`src/rtl/move_scheduler_pkg.sv`:
```
// Shared move-code definitions, scheduler states and small helpers.
// These codes are the same ones the game-logic block decodes.
package move_scheduler_pkg;

  localparam int unsigned MOVE_W = 3;

  typedef enum logic [MOVE_W-1:0] {
    MOVE_NONE    = 3'd0,
    MOVE_UP      = 3'd1,
    MOVE_DOWN    = 3'd2,
    MOVE_LEFT    = 3'd3,
    MOVE_RIGHT   = 3'd4,
    MOVE_PLAY    = 3'd5,
    MOVE_RESET   = 3'd6,
    MOVE_INVALID = 3'd7
  } move_e;

  typedef enum logic [1:0] {
    ST_IDLE,
    ST_ISSUE,
    ST_COOL
  } sched_state_e;

  // Codes that occupy a queue slot (RESET bypasses the queue).
  function automatic logic is_storable(input logic [MOVE_W-1:0] code);
    return (code >= MOVE_UP) && (code <= MOVE_PLAY);
  endfunction

endpackage

```
`src/rtl/move_scheduler_if.sv`:
```
// Key-event handshake from the keyboard decoder into the scheduler.
interface move_scheduler_if;
  import move_scheduler_pkg::*;

  logic              key_valid;
  logic [MOVE_W-1:0] key_code;
  logic              key_ready;

  modport master (output key_valid, output key_code, input key_ready);
  modport slave  (input key_valid, input key_code, output key_ready);

endinterface

```
`src/rtl/move_fifo.sv`:
```
// DEPTH x W synchronous FIFO with flush; flush beats push on the same edge.
module move_fifo #(
  parameter int unsigned DEPTH = 4,
  parameter int unsigned W     = 3
) (
  input  logic                       clk,
  input  logic                       rst_n,
  input  logic                       push,
  input  logic                       pop,
  input  logic                       flush,
  input  logic [W-1:0]               din,
  output logic [W-1:0]               dout,
  output logic                       full,
  output logic                       empty,
  output logic [$clog2(DEPTH):0]     count
);

  localparam int unsigned AW = $clog2(DEPTH);
  localparam int unsigned CW = AW + 1;

  logic [W-1:0]  mem_q [DEPTH];
  logic [W-1:0]  mem_d [DEPTH];
  logic [AW-1:0] wr_ptr_q, wr_ptr_d;
  logic [AW-1:0] rd_ptr_q, rd_ptr_d;
  logic [CW-1:0] count_q, count_d;
  logic          do_push, do_pop;

  assign full    = (count_q == CW'(DEPTH));
  assign empty   = (count_q == '0);
  assign count   = count_q;
  assign dout    = mem_q[rd_ptr_q];
  assign do_push = push && !full;
  assign do_pop  = pop && !empty;

  // Next-state for storage, pointers and occupancy.
  always_comb begin
    mem_d    = mem_q;
    wr_ptr_d = wr_ptr_q;
    rd_ptr_d = rd_ptr_q;
    count_d  = count_q;
    if (flush) begin
      wr_ptr_d = '0;
      rd_ptr_d = '0;
      count_d  = '0;
    end else begin
      if (do_push) begin
        mem_d[wr_ptr_q] = din;
        wr_ptr_d        = wr_ptr_q + AW'(1);
      end
      if (do_pop) begin
        rd_ptr_d = rd_ptr_q + AW'(1);
      end
      case ({do_push, do_pop})
        2'b10:   count_d = count_q + CW'(1);
        2'b01:   count_d = count_q - CW'(1);
        default: count_d = count_q;
      endcase
    end
  end

  // FIFO state registers.
  always_ff @(posedge clk) begin
    if (!rst_n) begin
      mem_q    <= '{default: '0};
      wr_ptr_q <= '0;
      rd_ptr_q <= '0;
      count_q  <= '0;
    end else begin
      mem_q    <= mem_d;
      wr_ptr_q <= wr_ptr_d;
      rd_ptr_q <= rd_ptr_d;
      count_q  <= count_d;
    end
  end

endmodule

```
`src/rtl/move_scheduler.sv`:
```
// Queues key events and issues them to the game logic as one-cycle move
// pulses separated by a cooldown; RESET overrides anything queued.
module move_scheduler
  import move_scheduler_pkg::*;
#(
  parameter int unsigned DEPTH    = 4,
  parameter int unsigned COOLDOWN = 10_000_000
) (
  input  logic                   clk,
  input  logic                   rst_n,
  move_scheduler_if.slave        key,
  output logic [MOVE_W-1:0]      move,
  output logic                   busy,
  output logic [7:0]             drop_cnt
);

  localparam int unsigned CNT_W = (COOLDOWN > 1) ? $clog2(COOLDOWN) : 1;
  localparam logic [CNT_W-1:0] COOL_LOAD = CNT_W'(COOLDOWN - 1);

  sched_state_e          state_q, state_d;
  logic [MOVE_W-1:0]     move_q, move_d;
  logic [CNT_W-1:0]      cnt_q, cnt_d;
  logic                  pend_q, pend_d;
  logic [7:0]            drop_q, drop_d;

  logic                  reset_evt, storable, push, pop, drop;
  logic                  fifo_full, fifo_empty;
  logic [MOVE_W-1:0]     fifo_dout;
  logic [$clog2(DEPTH):0] fifo_count;

  assign reset_evt     = key.key_valid && (key.key_code == MOVE_RESET);
  assign storable      = key.key_valid && is_storable(key.key_code);
  assign push          = storable && !fifo_full;
  assign drop          = storable && fifo_full;
  // An arriving RESET suppresses the IDLE pop; the queue is flushed instead.
  assign pop           = (state_q == ST_IDLE) && !pend_q && !fifo_empty && !reset_evt;
  assign key.key_ready = !fifo_full;

  assign move     = move_q;
  assign drop_cnt = drop_q;
  assign busy     = (state_q != ST_IDLE) || (fifo_count != '0);

  move_fifo #(
    .DEPTH (DEPTH),
    .W     (MOVE_W)
  ) u_fifo (
    .clk   (clk),
    .rst_n (rst_n),
    .push  (push),
    .pop   (pop),
    .flush (reset_evt),
    .din   (key.key_code),
    .dout  (fifo_dout),
    .full  (fifo_full),
    .empty (fifo_empty),
    .count (fifo_count)
  );

  // Scheduler next-state: issue, cooldown, pending-reset and drop counting.
  always_comb begin
    state_d = state_q;
    move_d  = MOVE_NONE;
    cnt_d   = cnt_q;
    pend_d  = pend_q;
    drop_d  = drop_q;

    case (state_q)
      ST_IDLE: begin
        if (pend_q) begin
          state_d = ST_ISSUE;
          move_d  = MOVE_RESET;
          pend_d  = 1'b0;
        end else if (pop) begin
          state_d = ST_ISSUE;
          move_d  = fifo_dout;
        end
      end
      ST_ISSUE: begin
        state_d = ST_COOL;
        cnt_d   = COOL_LOAD;
      end
      ST_COOL: begin
        if (cnt_q == '0) begin
          if (pend_q) begin
            state_d = ST_ISSUE;
            move_d  = MOVE_RESET;
            pend_d  = 1'b0;
          end else begin
            state_d = ST_IDLE;
          end
        end else begin
          cnt_d = cnt_q - CNT_W'(1);
        end
      end
      default: state_d = ST_IDLE;
    endcase

    if (reset_evt) begin
      pend_d = 1'b1;
    end

    if (drop && (drop_q != 8'hFF)) begin
      drop_d = drop_q + 8'd1;
    end
  end

  // Scheduler registers.
  always_ff @(posedge clk) begin
    if (!rst_n) begin
      state_q <= ST_IDLE;
      move_q  <= MOVE_NONE;
      cnt_q   <= '0;
      pend_q  <= 1'b0;
      drop_q  <= '0;
    end else begin
      state_q <= state_d;
      move_q  <= move_d;
      cnt_q   <= cnt_d;
      pend_q  <= pend_d;
      drop_q  <= drop_d;
    end
  end

endmodule

```
`src/flat_wrapper.sv`:
```
// flat-port wrapper written by rule: the top's interface ports become plain ports
module move_scheduler_flat import move_scheduler_pkg::*;
#(
  parameter int unsigned DEPTH    = 4,
  parameter int unsigned COOLDOWN = 10_000_000
)
  (clk, rst_n, move, busy, drop_cnt, key_key_valid, key_key_code, key_key_ready);
  move_scheduler_if key_i ();
  input  logic clk;
  input  logic rst_n;
  output logic [MOVE_W-1:0] move;
  output logic busy;
  output logic [7:0] drop_cnt;
  input wire logic [$bits(key_i.key_valid)-1:0] key_key_valid;
  input wire logic [$bits(key_i.key_code)-1:0] key_key_code;
  output wire logic [$bits(key_i.key_ready)-1:0] key_key_ready;
  assign key_i.key_valid = key_key_valid;
  assign key_i.key_code = key_key_code;
  assign key_key_ready = key_i.key_ready;
  move_scheduler #(.DEPTH(DEPTH), .COOLDOWN(COOLDOWN)) u_core (.clk(clk), .rst_n(rst_n), .key(key_i), .move(move), .busy(busy), .drop_cnt(drop_cnt));
endmodule
```
`config.mk`:
```
export PLATFORM = sky130hd
export DESIGN_NAME = move_scheduler_flat
export DESIGN_NICKNAME = d
export VERILOG_FILES = /design/src/rtl/move_scheduler_pkg.sv /design/src/rtl/move_scheduler_if.sv /design/src/rtl/move_fifo.sv /design/src/rtl/move_scheduler.sv /design/src/flat_wrapper.sv
export SDC_FILE = /design/constraint.sdc
export NUM_CORES = 1
export LEC_CHECK = 0
export CAP_MARGIN = 10
export CELL_PAD_IN_SITES_DETAIL_PLACEMENT = 0
export CELL_PAD_IN_SITES_GLOBAL_PLACEMENT = 2
export CORE_MARGIN = 8
export CORE_UTILIZATION = 36
export DETAILED_ROUTE_END_ITERATION = 8
export PLACE_DENSITY = 0.83
export REMOVE_ABC_BUFFERS = 1
export SLEW_MARGIN = 20
export SYNTH_ARGS = -nofsm -noshare
export SYNTH_HDL_FRONTEND = slang
export SYNTH_SLANG_ARGS = --single-unit
```
`constraint.sdc`:
```
create_clock -name clk -period 3.15 [get_ports clk]
set_input_delay 0.63 -clock clk [delete_from_list [all_inputs] [get_ports clk]]
set_output_delay 0.63 -clock clk [all_outputs]
set_load 0.005 [all_outputs]
```
==> results of run 1 <==
==> layer usage <==
metal / part of all wire / GRT usage / up-vias
li1: - / - / 1228
met2: 0.48 / 0.2199 / 39
met4: 0.014 / 0.05481 / 0
met5: 0 / 0 / -
met3: 0.030 / 0.02540 / 10
met1: 0.47 / 0.1481 / 1113
==> area by class of cell <==
class,count,share of cell area
timing repair buffer,26,0.07232
inverter,12,0.01356
sequential,57,0.3435
clock buffer,12,0.04670
tap,102,0.03842
multi-input combinational,238,0.4734
clock inverter,3,0.01205
==> synthesized netlist by cell type, drive strengths merged (2+ instances only) <==
| library cell | count |
|---|---|
| a211oi | 2 |
| o21a | 2 |
| mux4 | 3 |
| nor4 | 14 |
| a31oi | 4 |
| o211ai | 2 |
| nand3 | 21 |
| or2 | 2 |
| or3 | 7 |
| o21ai | 9 |
| dfxtp | 57 |
| xnor2 | 9 |
| nand3b | 2 |
| mux2i | 3 |
| o31a | 6 |
| o41ai | 2 |
| nor2b | 2 |
| nand4 | 8 |
| inv | 11 |
| and3 | 4 |
| o31ai | 3 |
| or4 | 6 |
| nand2 | 24 |
| and4b | 2 |
| nor3b | 2 |
| a21oi | 29 |
| clkbuf | 9 |
| buf | 3 |
| ha | 8 |
| nor2 | 25 |
| nand2b | 6 |
| xor2 | 8 |
| o311ai | 2 |
| nor3 | 9 |
==> stage by stage <==
step / setup TNS, ns / total power [mW] / setup WS [ns] / hold WS (ns)
after detailed placement: -0.08758 / 2.413 / -0.08758 / 0.4431
after global routing: 0 / 3.360 / 0.04568 / 0.4755
after floorplan: 0 / 2.008 / 0.4644 / 0.4331
after global placement: 0 / 2.393 / 0.03169 / 0.4460
final: 0 / 3.079 / 0.2720 / 0.4515
after CTS: 0 / 3.127 / 0.2579 / 0.4532
==> layout by cell type (no fill, tap or decap), types with 7 or more instances in the layout <==
cell,netlist,final
clkbuf_8,0,11
xor2_1,8,8
nor4_1,13,13
ha_1,8,8
nand3_1,21,21
or3_1,7,7
nand2_1,24,24
buf_4,0,8
nand4_1,7,7
a21oi_1,29,29
nor3_1,9,9
nor2_1,25,25
inv_1,11,11
clkdlybuf4s50_1,0,18
xnor2_1,9,9
dfxtp_1,57,57
==> kinds of logic after synthesis <==
logic type	count (synthesis)	synth area share
buffers and inverters	24	0.03557
adders and majority gates	9	0.04269
and+or+nand+nor	139	0.2766
muxes	7	0.03868
DFF	57	0.4055
xor gates and xnor gates	17	0.05291
AOI/OAI and AO/OA	66	0.1481
==> worst min path at each step <==
stage	to	slack, ns
2_1_floorplan	u_core.u_fifo.mem_q[4]	0.43
3_3_place_gp	u_core.u_fifo.mem_q[6]	0.45
3_5_place_dp	u_core.u_fifo.mem_q[6]	0.44
4_1_cts	u_core.u_fifo.mem_q[6]	0.45
5_1_grt	u_core.u_fifo.mem_q[6]	0.48
6_report	u_core.u_fifo.mem_q[6]	0.45
==> sequential cells by signal, summed over array words and instances (netlist names) <==
signal / cells
u_core.state_q: 2
u_core.u_fifo.rd_ptr_q: 2
u_core.drop_cnt: 8
u_core.u_fifo.wr_ptr_q: 2
u_core.u_fifo.mem_q: 12
u_core.u_fifo.count: 3
u_core.move: 3
u_core.pend_q: 1
u_core.cnt_q: 24
==> worst min-delay path, cell delays in order (launching register included) <==
cell	delay, ns
dfxtp_1	0.31
nand2_1	0.05
a21oi_1	0.05
==> power breakdown <==
part,internal (mW),switching [mW]
sequential,0.872,0.184
combinational,0.554,0.774
clock,0.402,0.292
==> flow_metrics.tcl, run 1 <==
set metrics [dict create \
    rsz0062_at_grt "false" \
    syn_avg_cell_area_um2 8.821 \
    cts.reportedPaths.clkPinSlew_ns 0.07 \
    fillCellCount 774 \
    cp_top_family "simple AND/OR/NAND/NOR gates" \
    cts_resized 0 \
    whs_path_depth 2 \
    routed_wl_um 6477 \
    yosys_warnings 0 \
    post_drt_wl_per_cell_um 14.39 \
    ios 19 \
    path_cells "clkdlybuf4s50_1, and4b_1, nor4b_1, ha_1, inv_1, fa_1, xor2_1, or3_1, a21oi_1" \
    vias 2390 \
    drt-pass1-iter-count 4 \
    grt_pass1_wl_um 11560 \
    post-route-cell-area_um2 3322 \
    rr_endpoint "u_core.u_fifo.count[2]" \
    drc 0 \
    synth-seq-area-share 0.4055 \
    cap_violations 0 \
    clockBufferDepth 2 \
    clk_latency_ns 0.33 \
    antenna_found_initial 0 \
    tightestPinTransition_ns 0.6995 \
    post-cts-setup-buffer-count 0 \
    r2r_setup_slack_ns 0.70 \
    dp_hpwl_um 4507 \
    yosysUniqueCellTypes 54 \
    critPathRequiredTime_ns 3.41 \
    cts_tree "done" \
    power.leakage_nw 1.163 \
    crit_buf_inv 2 \
    yosysTopAreaCellShare 0.4055 \
    root_buffer "clkbuf_8" \
    p_per_area_nw_per_um2 926.9 \
    crit_end "u_core.u_fifo.count[2]" \
    dp_cells 435 \
    worstReg2RegStart "u_core.u_fifo.count[2]" \
    ant_nets 0 \
    slowest_delay_ns 0.58 \
    crit_type "in2reg" \
    min_period_over_period 0.9137 \
    fin_skew_ns 0.006476 \
    crit_start "key_key_code[0]" \
    hp-class "reg2reg" \
    worstPathArrival_ns 3.14 \
    async_flop_share 0 \
    gr-total-overflow 0 \
    cts.sinks 57 \
    reg2reg_depth 9 \
    maxSlewHeadroom 0.5337 \
    ys_top_cells_by_area "dfxtp_1, a21oi_1, nand3_1, ha_1, nor2_1" \
    slowest_stage "clkdlybuf4s50_1" \
    cp_num_cells 9 \
    portBuffers 18 \
    min_from "u_core.u_fifo.mem_q[6]" \
    core-area_um2 7647 \
    grt_pass1_vias 2459 \
    yosysTopAreaCell "dfxtp_1" \
    numCtsBuffers 9 \
    antenna_cells 0 \
    status "finished, final reports clean" \
    synth_ff_type "dfxtp_1" \
    grt_max_degree 36 \
    cp-start-kind "primary input" \
    place.gp.congestion 0.7629 \
    grt_use_total 0.1272 \
    drive_gt1_frac 0.09770 \
    synth-seq-cells 57 \
    period_needed_ns 2.878 \
    multi_input_area_um2 1573 \
    cts-htree-levels 3 \
    rows 32 \
    die_y_um 104.4 \
    vias_per_cell 5.311 \
    irDropWorstVdd_mv 0.2633 \
    dr.first_iter.drc_count 57 \
    maxSlewViolCount 0 \
    crit_path_end_kind "register" \
    nets 359 \
    ctsHoldBuffers 0 \
    synthesis.instances 319 \
    hold_violations 0 \
    finalSetupViolCount 0 \
    placed_area_um2 3127 \
    regArea_um2 1141 \
    die-area_um2 10900 \
    synth_area_um2 2814 \
    fmax_mhz 347.5 \
    area_delta_synth_final_pct 18.05 \
    fin_cells 450 \
    synth_edf_count 0 \
    die_x_um 104.4 \
    final_util 0.4344 \
    worstPathMaxFanout 7 \
    initial_core_util 0.3680 \
]
No activity file was read; power rests on OpenSTA's default activity.
==> run 2, diff against run 1 <==
- ABC_CLOCK_PERIOD_IN_PS: default -> 3150
==> results of run 2 <==
No change in the layout: final DEF, timing and power equal those of run 1.
